$ cat src/rtl/keypad_lock_pkg.sv
// Shared constants for the keypad lock: default geometry, factory code and FSM encoding.
package keypad_lock_pkg;

    localparam int unsigned DefaultDigits = 4;
    localparam int unsigned DefaultDigitW = 4;
    localparam logic [15:0] DefaultCode   = 16'h2468;

    typedef logic [2:0] state_t;

    localparam state_t StEntry   = 3'd0;
    localparam state_t StCheck   = 3'd1;
    localparam state_t StOpen    = 3'd2;
    localparam state_t StProgram = 3'd3;
    localparam state_t StLockout = 3'd4;

endpackage

$ cat src/rtl/keypad_lock_ctrl_if.sv
// Keypad-side handshake between the scan/debounce front end (master) and the lock FSM (slave).
interface keypad_lock_ctrl_if #(
    parameter int unsigned DIGIT_W = 4
);
    logic               key_valid;
    logic [DIGIT_W-1:0] key_digit;
    logic               key_clear;
    logic               prog_req;
    logic               key_ready;

    modport master (
        output key_valid, key_digit, key_clear, prog_req,
        input  key_ready
    );

    modport slave (
        input  key_valid, key_digit, key_clear, prog_req,
        output key_ready
    );
endinterface

$ cat src/rtl/lock_timer.sv
// Loadable down-counter; done is high once the count has reached zero.
module lock_timer #(
    parameter int unsigned Width = 4
) (
    input  logic             clk,
    input  logic             reset,
    input  logic             load,
    input  logic [Width-1:0] load_val,
    output logic             done
);

    logic [Width-1:0] cnt_q, cnt_d;

    always_comb begin
        cnt_d = cnt_q;
        if (load) begin
            cnt_d = load_val;
        end else if (cnt_q != '0) begin
            cnt_d = cnt_q - Width'(1);
        end
    end

    always_ff @(posedge clk) begin
        if (reset) begin
            cnt_q <= '0;
        end else begin
            cnt_q <= cnt_d;
        end
    end

    assign done = (cnt_q == '0);

endmodule

$ cat src/rtl/keypad_lock_ctrl.sv
// Keypad lock FSM: code entry, compare, unlock window, lockout after repeated failures, reprogramming.
module keypad_lock_ctrl
    import keypad_lock_pkg::*;
#(
    parameter int unsigned                   DIGITS       = DefaultDigits,
    parameter int unsigned                   DIGIT_W      = DefaultDigitW,
    parameter logic [DIGITS*DIGIT_W-1:0]     DEFAULT_CODE = DefaultCode,
    parameter int unsigned                   MAX_FAIL     = 3,
    parameter int unsigned                   LOCKOUT_CYC  = 16,
    parameter int unsigned                   UNLOCK_CYC   = 8
) (
    input  logic                         clk,
    input  logic                         reset,
    keypad_lock_ctrl_if.slave            kif,
    output logic                         unlock,
    output logic                         error,
    output logic                         locked_out,
    output logic                         prog_mode,
    output logic [$clog2(DIGITS+1)-1:0]  digit_count
);

    localparam int unsigned CodeW  = DIGITS * DIGIT_W;
    localparam int unsigned CntW   = $clog2(DIGITS + 1);
    localparam int unsigned FailW  = $clog2(MAX_FAIL + 1);
    localparam int unsigned MaxCyc = (LOCKOUT_CYC > UNLOCK_CYC) ? LOCKOUT_CYC : UNLOCK_CYC;
    localparam int unsigned TimerW = $clog2(MaxCyc + 1);

    state_t             state_q, state_d;
    logic [CodeW-1:0]   code_q, code_d;
    logic [CodeW-1:0]   buf_q, buf_d;
    logic [CntW-1:0]    cnt_q, cnt_d;
    logic [FailW-1:0]   fail_q, fail_d;
    logic               unlock_q, unlock_d;
    logic               error_q, error_d;
    logic               locked_q, locked_d;
    logic               prog_q, prog_d;

    logic               key_ready;
    logic               key_accept;
    logic               last_digit;
    logic [CodeW-1:0]   buf_shift;
    logic               unlock_load, unlock_done;
    logic               lock_load, lock_done;

    assign key_ready     = (state_q == StEntry) || (state_q == StProgram);
    assign kif.key_ready = key_ready;
    assign key_accept    = kif.key_valid && key_ready && !kif.key_clear;
    assign last_digit    = (cnt_q == CntW'(DIGITS - 1));
    // First digit entered ends up in the MSBs.
    assign buf_shift     = {buf_q[CodeW-DIGIT_W-1:0], kif.key_digit};

    always_comb begin
        state_d     = state_q;
        code_d      = code_q;
        buf_d       = buf_q;
        cnt_d       = cnt_q;
        fail_d      = fail_q;
        error_d     = 1'b0;
        unlock_load = 1'b0;
        lock_load   = 1'b0;
        case (state_q)
            StEntry, StProgram: begin
                if (kif.key_clear) begin
                    buf_d = '0;
                    cnt_d = '0;
                end else if (key_accept) begin
                    if (!last_digit) begin
                        buf_d = buf_shift;
                        cnt_d = cnt_q + CntW'(1);
                    end else if (state_q == StEntry) begin
                        buf_d   = buf_shift;
                        cnt_d   = CntW'(DIGITS);
                        state_d = StCheck;
                        // Pre-compute so error is a registered pulse during CHECK.
                        error_d = (buf_shift != code_q);
                    end else begin
                        code_d  = buf_shift;
                        buf_d   = '0;
                        cnt_d   = '0;
                        state_d = StEntry;
                    end
                end
            end
            StCheck: begin
                buf_d = '0;
                cnt_d = '0;
                if (buf_q == code_q) begin
                    fail_d      = '0;
                    state_d     = StOpen;
                    unlock_load = 1'b1;
                end else begin
                    fail_d = fail_q + FailW'(1);
                    if (fail_q == FailW'(MAX_FAIL - 1)) begin
                        state_d   = StLockout;
                        lock_load = 1'b1;
                    end else begin
                        state_d = StEntry;
                    end
                end
            end
            StOpen: begin
                if (kif.prog_req) begin
                    state_d = StProgram;
                end else if (unlock_done) begin
                    state_d = StEntry;
                end
            end
            StLockout: begin
                if (lock_done) begin
                    state_d = StEntry;
                    fail_d  = '0;
                end
            end
            default: state_d = StEntry;
        endcase
    end

    assign unlock_d = (state_d == StOpen);
    assign locked_d = (state_d == StLockout);
    assign prog_d   = (state_d == StProgram);

    always_ff @(posedge clk) begin
        if (reset) begin
            state_q  <= StEntry;
            code_q   <= DEFAULT_CODE;
            buf_q    <= '0;
            cnt_q    <= '0;
            fail_q   <= '0;
            unlock_q <= 1'b0;
            error_q  <= 1'b0;
            locked_q <= 1'b0;
            prog_q   <= 1'b0;
        end else begin
            state_q  <= state_d;
            code_q   <= code_d;
            buf_q    <= buf_d;
            cnt_q    <= cnt_d;
            fail_q   <= fail_d;
            unlock_q <= unlock_d;
            error_q  <= error_d;
            locked_q <= locked_d;
            prog_q   <= prog_d;
        end
    end

    // Timers count LOAD-1 down to 0 so the window spans exactly LOAD cycles.
    lock_timer #(
        .Width (TimerW)
    ) u_unlock_timer (
        .clk      (clk),
        .reset    (reset),
        .load     (unlock_load),
        .load_val (TimerW'(UNLOCK_CYC - 1)),
        .done     (unlock_done)
    );

    lock_timer #(
        .Width (TimerW)
    ) u_lockout_timer (
        .clk      (clk),
        .reset    (reset),
        .load     (lock_load),
        .load_val (TimerW'(LOCKOUT_CYC - 1)),
        .done     (lock_done)
    );

    assign unlock      = unlock_q;
    assign error       = error_q;
    assign locked_out  = locked_q;
    assign prog_mode   = prog_q;
    assign digit_count = cnt_q;

endmodule

$ cat src/flat_wrapper.sv
// flat-port wrapper written by rule: the top's interface ports become plain ports
module keypad_lock_ctrl_flat import keypad_lock_pkg::*;
#(
    parameter int unsigned                   DIGITS       = DefaultDigits,
    parameter int unsigned                   DIGIT_W      = DefaultDigitW,
    parameter logic [DIGITS*DIGIT_W-1:0]     DEFAULT_CODE = DefaultCode,
    parameter int unsigned                   MAX_FAIL     = 3,
    parameter int unsigned                   LOCKOUT_CYC  = 16,
    parameter int unsigned                   UNLOCK_CYC   = 8
)
  (clk, reset, unlock, error, locked_out, prog_mode, digit_count, kif_key_valid, kif_key_digit, kif_key_clear, kif_prog_req, kif_key_ready);
  keypad_lock_ctrl_if #(.DIGIT_W(DIGIT_W)) kif_i ();
  input  logic clk;
  input  logic reset;
  output logic unlock;
  output logic error;
  output logic locked_out;
  output logic prog_mode;
  output logic [$clog2(DIGITS+1)-1:0] digit_count;
  input wire logic [$bits(kif_i.key_valid)-1:0] kif_key_valid;
  input wire logic [$bits(kif_i.key_digit)-1:0] kif_key_digit;
  input wire logic [$bits(kif_i.key_clear)-1:0] kif_key_clear;
  input wire logic [$bits(kif_i.prog_req)-1:0] kif_prog_req;
  output wire logic [$bits(kif_i.key_ready)-1:0] kif_key_ready;
  assign kif_i.key_valid = kif_key_valid;
  assign kif_i.key_digit = kif_key_digit;
  assign kif_i.key_clear = kif_key_clear;
  assign kif_i.prog_req = kif_prog_req;
  assign kif_key_ready = kif_i.key_ready;
  keypad_lock_ctrl #(.DIGITS(DIGITS), .DIGIT_W(DIGIT_W), .DEFAULT_CODE(DEFAULT_CODE), .MAX_FAIL(MAX_FAIL), .LOCKOUT_CYC(LOCKOUT_CYC), .UNLOCK_CYC(UNLOCK_CYC)) u_core (.clk(clk), .reset(reset), .kif(kif_i), .unlock(unlock), .error(error), .locked_out(locked_out), .prog_mode(prog_mode), .digit_count(digit_count));
endmodule
$ cat config.mk
export PLATFORM = sky130hd
export DESIGN_NAME = keypad_lock_ctrl_flat
export DESIGN_NICKNAME = d
export VERILOG_FILES = /design/src/rtl/keypad_lock_pkg.sv /design/src/rtl/keypad_lock_ctrl_if.sv /design/src/rtl/lock_timer.sv /design/src/rtl/keypad_lock_ctrl.sv /design/src/flat_wrapper.sv
export SDC_FILE = /design/constraint.sdc
export NUM_CORES = 1
export LEC_CHECK = 0
export CORE_ASPECT_RATIO = 1.75
export CORE_UTILIZATION = 50
export CTS_BUF_LIST = sky130_fd_sc_hd__clkbuf_4
export DETAILED_ROUTE_END_ITERATION = 6
export PLACE_DENSITY = 0.73
export SYNTH_ARGS = -nofsm -noshare
export SYNTH_HDL_FRONTEND = slang
export SYNTH_SLANG_ARGS = --single-unit
$ cat constraint.sdc
create_clock -name clk -period 1.95 [get_ports clk]
set_input_delay 0.195 -clock clk [delete_from_list [all_inputs] [get_ports clk]]
set_output_delay 0.195 -clock clk [all_outputs]
set_load 0.03 [all_outputs]
==> summary.txt <==
==================================================================================================
Post-placement setup slack                                                               0.0938 ns
RSZ-0062 raised after global routing                                                            no
Share of flip-flops with an asynchronous set or reset after synthesis                            0
Die extent in y                                                                            96.6 um
Register area                                                                         0.00108 mm^2
DRC marker count from the first detailed-route iteration                                        58
Part of the Yosys area used for sequential elements                                          0.423
Finish-stage setup viols                                                                         0
Top cell family by delay on the critical path                                         buffers and inverters
Total wire length after detailed routing                                                   5450 um
Library cells used by synthesis                                                                 41
Switching part of the total                                                                  0.292
Slew Limit Headroom                                                                          0.718
Core footprint                                                                        0.00493 mm^2
Via count of the first global-routing pass                                                   2,111
Number of standard-cell rows in the floorplan                                                   34
Deepest clock path buffer count                                                                  2
Synthesized cell area                                                                 0.00256 mm^2
Startpoint of the lowest-slack hold path                                              kif_key_digit[2]
Number of warnings printed during yosys synthesis                                                0
Initial standard-cell utilization of the core                                                0.518
CTS Root Cell                                                                             clkbuf_4
Yosys top cell area share                                                                    0.423
Routed wire per std cell                                                                   14.1 um
Reported net switching power                                                              0.769 mW
Worst path slowest cell                                                               dlygate4sd2_1
Top cells by count, synth                                                             nand2_1, dfxtp_1, a21oi_1
Weighted congestion at the end of routability-driven global placement                        0.799
LEAKAGE                                                                                    1.19 nW
Clock transition time at the flip-flop clock pins of the worst setup and hold paths        0.15 ns
Final number of max-transition violations                                                        0
Shortest clock period the worst path allows after layout                                   1.86 ns
Hold Path Class                                                                          in -> reg
Count of maximum capacitance violations                                                          0
Critical path startpoint category                                                        flip-flop
Boundary Pins                                                                                   17
Final HPWL from detailed placement                                                         3900 um
Launching instance or port of the critical path                                       u_core.state_q[0]$_SDFF_PP0_
Logic pwr share                                                                              0.270
Number of CTS-inserted buffers                                                                   5
Share of final-layout standard cells stronger than drive strength 1                         0.0991
Net count after synthesis                                                                      323
Layout net count                                                                               347
Worst clock skew on the final layout                                                     0.0102 ns
Worst path bufs/invs                                                                             1
Multi-input logic area                                                                0.00139 mm^2
# DRC                                                                                            0
Result of the run                                                                        completed
Main area contributors after synthesis                                                dfxtp_1, xor2_1, nand2_1
Smallest setup slack after layout                                                        0.0897 ns
Crit-path cells                                                                       or2_2 > a21oi_1 > dlygate4sd2_1
Endpoint arrival time on the critical path                                                 1.67 ns
Global-route wire length before repair                                                     9380 um
Synthesized area divided by synthesized cell count                                       8.30 um^2
Slew of the pin with the lowest slew margin                                               0.417 ns
Share of power burned in the clock network                                                   0.241
Pin count of the biggest net entering global routing                                            42
Stage delay of the slowest cell on the critical path                                       0.42 ns
Via total after detailed routing                                                             2,168
Fmax                                                                                       538 MHz
Fill cell count                                                                                452
Setup TNS after final layout                                                                  0 ns
Count of port buffers added during placement                                                    16
Final global-route overflow total                                                                0
DRT Pass-1 Iters                                                                                 4
Antenna diode instance count                                                                     0
Final period utilization                                                                     0.954
Critical register-to-register path startpoint                                         u_core.buf_q[1]$_SDFFE_PP0P_
Via density per instance                                                                      5.60
Global routing usage summed across all routing layers                                        0.220
Post-layout utilization of the core                                                          0.599
Top-count cell post-synth                                                                  nand2_1
Number of storage elements in the synthesis netlist                                             54
Classification of the worst setup path                                                  reg -> out
Synthesized netlist cell count                                                                 308
Worst Setup End Kind                                                                   output port
Synthesis-to-finish area growth                                                              15.6%
Initial antenna violation count                                                                  0
Clock sinks                                                                                     54
Total Die Area                                                                        0.00541 mm^2
Max H-tree Level                                                                                 2
Critical path data required time                                                           1.75 ns
Maximum fanout encountered on the critical timing path                                           7
Overall die width                                                                          56.1 um
Hold_buf cts                                                                                     0
Flip-flop cell with the highest count after synthesis                                      dfxtp_1
Maximum VDD drop                                                                           1120 uV
Largest area contributor in the synthesized netlist                                        dfxtp_1
Power per unit of standard cell area                                                   890 mW/mm^2
Power, Total                                                                               2.63 mW
CTS tree                                                                                      done
Hold Fails Final Rpt                                                                             0
Internal power contribution                                                                1.86 mW
Number of synthesized flops with an enable pin                                                   0
Detail Route Antenna Nets                                                                        0
Clock latency of the later-clocked register in the worst-skew pair                         0.37 ns
Sequential fraction of design power                                                          0.489
==================================================================================================
==> registers in the layout (all words and copies together) (netlist names) <==
signal / flops
u_core.digit_count: 3
u_core.u_lockout_timer.cnt_q: 5
u_core.state_q: 3
u_core.buf_q: 16
u_core.u_unlock_timer.cnt_q: 5
u_core.unlock: 1
u_core.fail_q: 2
u_core.error: 1
u_core.locked_out: 1
u_core.code_q: 16
u_core.prog_mode: 1
==> cells in the final DEF (no fill, tap or decap), drive strengths merged, types with 2 or more instances in the layout <==
cell type / n
and3: 2
nor3b: 2
clkbuf: 7
nor4: 9
nor2b: 2
xnor2: 5
dfxtp: 54
nand3: 18
nor3: 7
inv: 6
nand2b: 2
clkdlybuf4s50: 15
nor4b: 2
a21oi: 42
xor2: 33
nor2: 13
ha: 6
nand3b: 6
o31ai: 2
or2: 3
buf: 15
nand2: 60
o21ai: 4
nand4: 4
==> stage by stage <==
stage / instance area (um^2) / std cells / hold slack (ns)
2_1_floorplan: 2560 / 308 / 0.319
3_3_place_gp: 2870 / 379 / 0.452
3_5_place_dp: 2870 / 379 / 0.456
4_1_cts: 2950 / 387 / 0.421
5_1_grt: 2960 / 387 / 0.426
6_report: 2960 / 387 / 0.426
==> kinds of logic (layout without fill, tap and decap cells) <==
logic type                 count (synthesis)  in the layout  synth area share
AOI/OAI and AO/OA                         54             54             0.116
xor gates and xnor gates                  38             38             0.130
adders and majority gates                  7              7            0.0338
buffers and inverters                     20             45            0.0328
DFF                                       54             54             0.423
muxes                                      1              1           0.00440
and+or+nand+nor                          134            134             0.260
==> cell type report <==
| type | instances | area share |
|---|---|---|
| clock buffers | 7 | 0.0178 |
| clock inverters | 1 | 0.0102 |
| inverters | 6 | 0.00762 |
| multi-input cells | 234 | 0.471 |
| flip-flops and latches | 54 | 0.366 |
| well taps | 54 | 0.0229 |
| repair buffers | 31 | 0.105 |
==> worst paths after layout <==
path	endpoint	slack, ns	cells past startpoint
worst max-delay path	kif_key_ready	0.09	3
worst min-delay path	u_core.code_q[2]$_SDFFE_PP0P_	0.43	3
worst max register to register	u_core.u_unlock_timer.cnt_q[4]$_SDFFE_PP0N_	0.16	5
worst min register to register	u_core.buf_q[15]$_SDFFE_PP0P_	0.47	2
==> per-layer routing <==
metal / routed length [um] / vias up / GRT usage / part of all wire
met5: 0 / - / 0 / 0
met2: 2960 / 40 / 0.425 / 0.54
met1: 2230 / 1017 / 0.237 / 0.41
met3: 157 / 8 / 0.0333 / 0.029
met4: 108 / 0 / 0.0874 / 0.020
li1: - / 1103 / - / -
==> worst reg2reg max path: cells and delay by family, from the launching register on <==
family / cells / cell delay [ns]
xor gates and xnor gates: 1 / 0.11
and+or+nand+nor: 4 / 1.14
DFF: 1 / 0.45
==> what timing repair did <==
action                                  4_1_cts  5_1_grt
setup buffers                                 0        0
pin swaps                                     0        1
endpoints found under the setup margin        1        1
resized for setup                             1        1
==> power by group through the flow <==
stage / combinational (mW) / clock, mW / sequential, mW
floorplan: 0.512 / 0 / 1.30
global placement: 0.688 / 0 / 1.31
detailed placement: 0.707 / 0 / 1.31
CTS: 0.713 / 0.651 / 1.29
global route: 0.810 / 0.693 / 1.30
finish: 0.710 / 0.633 / 1.29
Note: power is estimated with default switching activity, not from simulation.
==> edit 1: new RTL, same settings <==
Register the output `error` once more, cleared by the reset; this adds one clock of latency there. The other outputs are not delayed to match. Comments in the files are not updated.
--- a/src/rtl/keypad_lock_ctrl.sv
+++ b/src/rtl/keypad_lock_ctrl.sv
@@ -165,7 +165,13 @@
     );
 
     assign unlock      = unlock_q;
-    assign error       = error_q;
+    always_ff @(posedge clk) begin
+        if (reset) begin
+            error <= '0;
+        end else begin
+            error <= error_q;
+        end
+    end
     assign locked_out  = locked_q;
     assign prog_mode   = prog_q;
     assign digit_count = cnt_q;
Function: changed (a bounded check fails within 10 cycles, from zero or initial values and one cycle with reset high).
==> edit 1 against the unedited design <==
The run now ends with design-rule violations left. Total power increased by 1.3%. Routed wire length is 0.13% higher. Die area up 3.7%. Synthesized area rose by 3.8%. Final area increased by 0.97%. Sequential cell count up 1. Setup slack better by 0.054 ns. Count of clock-buffer cells in the layout shrank 2. First-iteration DRC count grew 5.2%.
==> edit 1: results (changes against the unedited design) <==
* Crit Path Max Fanout at 7 (unchanged)
* Status: finished, violations left (was complete, no violations)
* Clock Skew at 0.01485 ns (was 0.01024 ns)
* # DRC at 4 (was 0)
* H-tree lvl count at 2 (unchanged)
* Register area share after synthesis at 0.4149 (was 0.4229)
* Compound-Gate Fraction of Synth Area at 0.1231 (was 0.1155)
* Clock Tree Root: clkbuf_4 (unchanged)
* Fillers at 456 (was 452)
* IO Port Bufs at 16 (unchanged)
* Layout cell share with drive strength beyond 1 at 0.1081 (was 0.09910)
* Routed WL at 5.460 mm (was 5.453 mm)
* Routability cong. at 0.8129 (was 0.7991)
* Starting DRT DRC Count at 61 (was 58)
* Least-Margin Pin Slew at 0.5405 ns (was 0.4173 ns)
* XOR/XNOR Fraction of Synth Area at 0.1287 (was 0.1302)
* First-pass GRT wire length at 9.321 mm (was 9.384 mm)
* Top cells by area, synth: dfxtp_1 41%, nand2_1 8.3%, xnor2_1 6.9%, a21oi_1 6.8%, xor2_1 5.9% (was dfxtp_1 42%, xor2_1 11%, nand2_1 8.8%, a21oi_1 8.2%, nand3_1 3.5%)
* Failing checks: design-rule violations
* GRT Util Overall at 0.2095 (was 0.2198)
* Min Hold Slack at 0.2565 ns (was 0.4261 ns)
* CP arrival at 2.12 ns (was 1.67 ns)
* Synth cell count leaders: 59 x nand2_1, 55 x dfxtp_1, 36 x a21oi_1 (was 60 x nand2_1, 54 x dfxtp_1, 42 x a21oi_1)
* Placed cells at 379 (unchanged)
* Vias in the first global route at 2155 (was 2111)
* Max VDD drop at 542.3 uV (was 1119 uV)
* Leakage power at 1.113 nW (was 1.185 nW)
* Initial antenna violation count at 0 (unchanged)
* Num CTS Buffers at 5 (unchanged)
* Synth cell types at 39 (was 41)
* Final layout net count at 347 (unchanged)
* Final HPWL DP at 3.983 mm (was 3.898 mm)
* Async set-reset flop share out of synthesis at 0 (unchanged)
* Worst-Skew Late Latency at 0.39 ns (was 0.37 ns)
* 1st-pass router iterations at 6 (was 4)
* Post-Syn Instances at 311 (was 308)
* Clk slew on worst S/H paths at 0.17 ns (was 0.15 ns)
* Reg2Reg Setup Slack at 0.14 ns (was 0.16 ns)
* Mapped Nets at 326 (was 323)
* Largest net degree at the start of global routing at 32 (was 42)
* Mux share of post-synthesis cell area at 0 (was 0.004405)
* Clk buf depth at 2 (unchanged)
* Vias per cell at 5.641 (was 5.602)
* Adder-Cell Fraction of Synth Area at 0.03253 (was 0.03377)
* Worst hold path type: in2reg (unchanged)
edit 1: cell count changes after synthesis, sizes merged, moves of 2 or more:
| cell | delta |
|---|---|
| nor3 | -3 |
| nand3b | +3 |
| nand2b | +3 |
| nor4 | -3 |
| o21ai | +3 |
| xor2 | -15 |
| buf | +3 |
| xnor2 | +16 |
| nand3 | +2 |
| clkbuf | -2 |
| nand4 | +2 |
| o31ai | -2 |
edit 1: routing by layer:
| metal | global-route usage | vias up | share of wire |
|---|---|---|---|
| li1 | - | 1099 | - |
| met1 | 0.2080 | 1039 | 0.40 |
| met2 | 0.4090 | 30 | 0.55 |
| met3 | 0.03444 | 15 | 0.022 |
| met4 | 0.08818 | 0 | 0.028 |
| met5 | 0 | - | 0 |
edit 1: stage by stage:
stage	setup slack, ns	area (um2)
2_1_floorplan	0.2860	2654
3_3_place_gp	0.1779	2905
3_5_place_dp	0.1414	2905
4_1_cts	0.06357	2988
5_1_grt	0.07585	2984
6_report	0.1442	2984
edit 1: worst paths after layout:
kind                                               startpoint                                     endpoint  depth (start not counted)
worst min-delay path                                    reset                 u_core.state_q[0]$_SDFF_PP0_                          2
worst min register to register      u_core.error_q$_SDFF_PP0_                      u_core.error$_SDFF_PP0_                          1
worst max-delay path            u_core.code_q[1]$_SDFFE_PP0P_  u_core.u_unlock_timer.cnt_q[3]$_SDFFE_PP0N_                          5
worst max register to register  u_core.code_q[1]$_SDFFE_PP0P_  u_core.u_unlock_timer.cnt_q[3]$_SDFFE_PP0N_                          5
edit 1: power by group:
group	internal, mW	switching (mW)	leakage, nW
clock network	0.274	0.375	0.0418
logic	0.361	0.341	0.625
registers	1.23	0.0863	0.446
edit 1: layout make-up:
type / instances / area share
flip-flops and latches: 55 / 0.3690
multi-input cells: 234 / 0.4801
well taps: 54 / 0.02264
clock buffers: 5 / 0.01258
repair buffers: 29 / 0.09140
clock inverters: 3 / 0.01551
inverters: 7 / 0.008805
edit 1: kinds of logic after synthesis:
group | Yosys count
xor gates and xnor gates | 39
adders and majority gates | 7
AOI/OAI and AO/OA | 55
buffers and inverters | 22
DFF | 55
and+or+nand+nor | 133
edit 1: critical path, cell delays in order, from the launching register on:
cell and delay [ns]:
dfxtp_1 0.38, xor2_1 0.16, nor4_1 0.44, nand4_1 0.20, nand2b_1 0.31, and3_1 0.23
edit 1: repair_timing:
action | in CTS | in global routing
setup buffers | 0 | 0
cloned | 0 | 0
gates resized for setup | 1 | 2
endpoints found under the setup margin | 1 | 1
==> edit 2: new RTL, config.mk and constraints unchanged <==
Without the edit above. `LOCKOUT_CYC` is set to 16 in 2 places; all go to 32.
--- a/src/rtl/keypad_lock_ctrl.sv
+++ b/src/rtl/keypad_lock_ctrl.sv
@@ -6,7 +6,7 @@
     parameter int unsigned                   DIGIT_W      = DefaultDigitW,
     parameter logic [DIGITS*DIGIT_W-1:0]     DEFAULT_CODE = DefaultCode,
     parameter int unsigned                   MAX_FAIL     = 3,
-    parameter int unsigned                   LOCKOUT_CYC  = 16,
+    parameter int unsigned                   LOCKOUT_CYC  = 32,
     parameter int unsigned                   UNLOCK_CYC   = 8
 ) (
     input  logic                         clk,
--- a/src/flat_wrapper.sv
+++ b/src/flat_wrapper.sv
@@ -5,7 +5,7 @@
     parameter int unsigned                   DIGIT_W      = DefaultDigitW,
     parameter logic [DIGITS*DIGIT_W-1:0]     DEFAULT_CODE = DefaultCode,
     parameter int unsigned                   MAX_FAIL     = 3,
-    parameter int unsigned                   LOCKOUT_CYC  = 16,
+    parameter int unsigned                   LOCKOUT_CYC  = 32,
     parameter int unsigned                   UNLOCK_CYC   = 8
 )
   (clk, reset, unlock, error, locked_out, prog_mode, digit_count, kif_key_valid, kif_key_digit, kif_key_clear, kif_prog_req, kif_key_ready);
Formal check against the unedited RTL: no difference found for any inputs over 10 cycles, from zero or initial values and one cycle with reset high; that may be too few to reach the edited logic, so the function may still have changed.
==> edit 2 against the unedited design <==
The flow now finishes with violations (design-rule violations). Utilization shrank 1.6 points. Combinational power rose by 3%. Total power grew 2.2%. Setup slack gained 0.083 ns. Sequential cell count increased by 2. First-iteration DRC count is 12% lower. Synthesized area up 5.6%. Final area up 2.8%. Synthesized cell count fell by 1.3%. Final cell count shrank 1.6%. Routed wire length shrank 0.77%. Largest power group unchanged.
==> edit 2: results (changes against the unedited design) <==
* Leakage power at 1.080 nW (was 1.185 nW)
* Starting DRT DRC Count at 51 (was 58)
* Wire per inst at 14.20 um (was 14.09 um)
* Clock Skew at 0.01100 ns (was 0.01024 ns)
* Status: finished, violations left (was complete, no violations)
* Vias per cell at 5.604 (was 5.602)
* 1st-pass router iterations at 6 (was 4)
* Crit Path Max Fanout at 8 (was 7)
* Post-layout minimum cycle time at 1.777 ns (was 1.860 ns)
* Fillers at 477 (was 452)
* Worst setup path end: u_core.unlock$_SDFF_PP0_ (was kif_key_ready)
* Final layout net count at 338 (was 347)
* Hold Crit Start: reset (was kif_key_digit[2])
* WHS Path Cells at 2 (was 3)
* Largest net degree at the start of global routing at 41 (was 42)
* CP arrival at 2.10 ns (was 1.67 ns)
* Placed cells at 373 (was 379)
* Crit-path max cell delay at 0.46 ns (was 0.42 ns)
* Switch share at 0.3038 (was 0.2922)
* Routed WL at 5.411 mm (was 5.453 mm)
* Max transition margin at 0.5302 (was 0.7179)
* Final HPWL DP at 3.825 mm (was 3.898 mm)
* Failing checks: design-rule violations
* RR Startpoint: u_core.buf_q[8]$_SDFFE_PP0P_ (was u_core.buf_q[1]$_SDFFE_PP0P_)
* Pre-CTS WS at -0.1034 ns (was 0.09378 ns)
* # DRC at 2 (was 0)
* Max VDD drop at 526.9 uV (was 1119 uV)
* Register area share after synthesis at 0.4152 (was 0.4229)
* First-pass GRT wire length at 9.004 mm (was 9.384 mm)
* CP delay by family, top: simple AND/OR/NAND/NOR gates (was buffers and inverters)
* Top cells by area, synth: dfxtp_1 42%, a21oi_1 6.9%, xnor2_1 5.8%, xor2_1 5.5%, mux2i_1 4.1% (was dfxtp_1 42%, xor2_1 11%, nand2_1 8.8%, a21oi_1 8.2%, nand3_1 3.5%)
edit 2: routing by layer:
metal / track usage / wire length [um] / part of all wire / up-vias
met2: 0.3667 / 2985 / 0.55 / 20
li1: - / - / - / 1098
met5: 0 / 0 / 0 / -
met4: 0.06754 / 89 / 0.016 / 0
met1: 0.2282 / 2240 / 0.41 / 1010
met3: 0.03121 / 96 / 0.018 / 7
edit 2: stage by stage:
step	util	cell area, um2	hold slack (ns)	power [mW]	setup TNS, ns
2_1_floorplan	-	2700	0.3129	1.894	0
3_3_place_gp	0.5676	2958	0.4505	2.071	-0.3894
3_5_place_dp	0.5676	2958	0.4612	2.096	-1.367
4_1_cts	0.5830	3038	0.1406	2.712	0
5_1_grt	0.5830	3038	0.1511	2.858	0
6_report	0.5830	3038	0.1554	2.690	0
edit 2: power by group through the flow:
stage                     sequential [mW]  combinational, mW  clock (mW)
after floorplan                      1.35              0.546           0
final                                1.34              0.728       0.621
after CTS                            1.34              0.736       0.634
after global placement               1.36              0.711           0
after global routing                 1.36              0.821       0.679
after detailed placement             1.37              0.728           0
edit 2: cell type report:
class                   count  area, um2  area share
flip-flops and latches     56       1121      0.3690
well taps                  55      68.82     0.02265
repair buffers             29      276.5     0.09102
clock buffers               5      37.54     0.01236
clock inverters             3      37.54     0.01236
inverters                   7      26.28    0.008649
multi-input cells         226       1470      0.4839
edit 2: kinds of logic (layout without fill, tap and decap cells):
family,count (synthesis),count (layout),share of synthesized area
flops,56,56,0.4152
mux,11,11,0.04078
compound gates,56,56,0.1200
simple gates,119,119,0.2451
buf+inv,22,44,0.04263
fa+ha+maj,5,5,0.02271
xor+xnor,35,35,0.1135
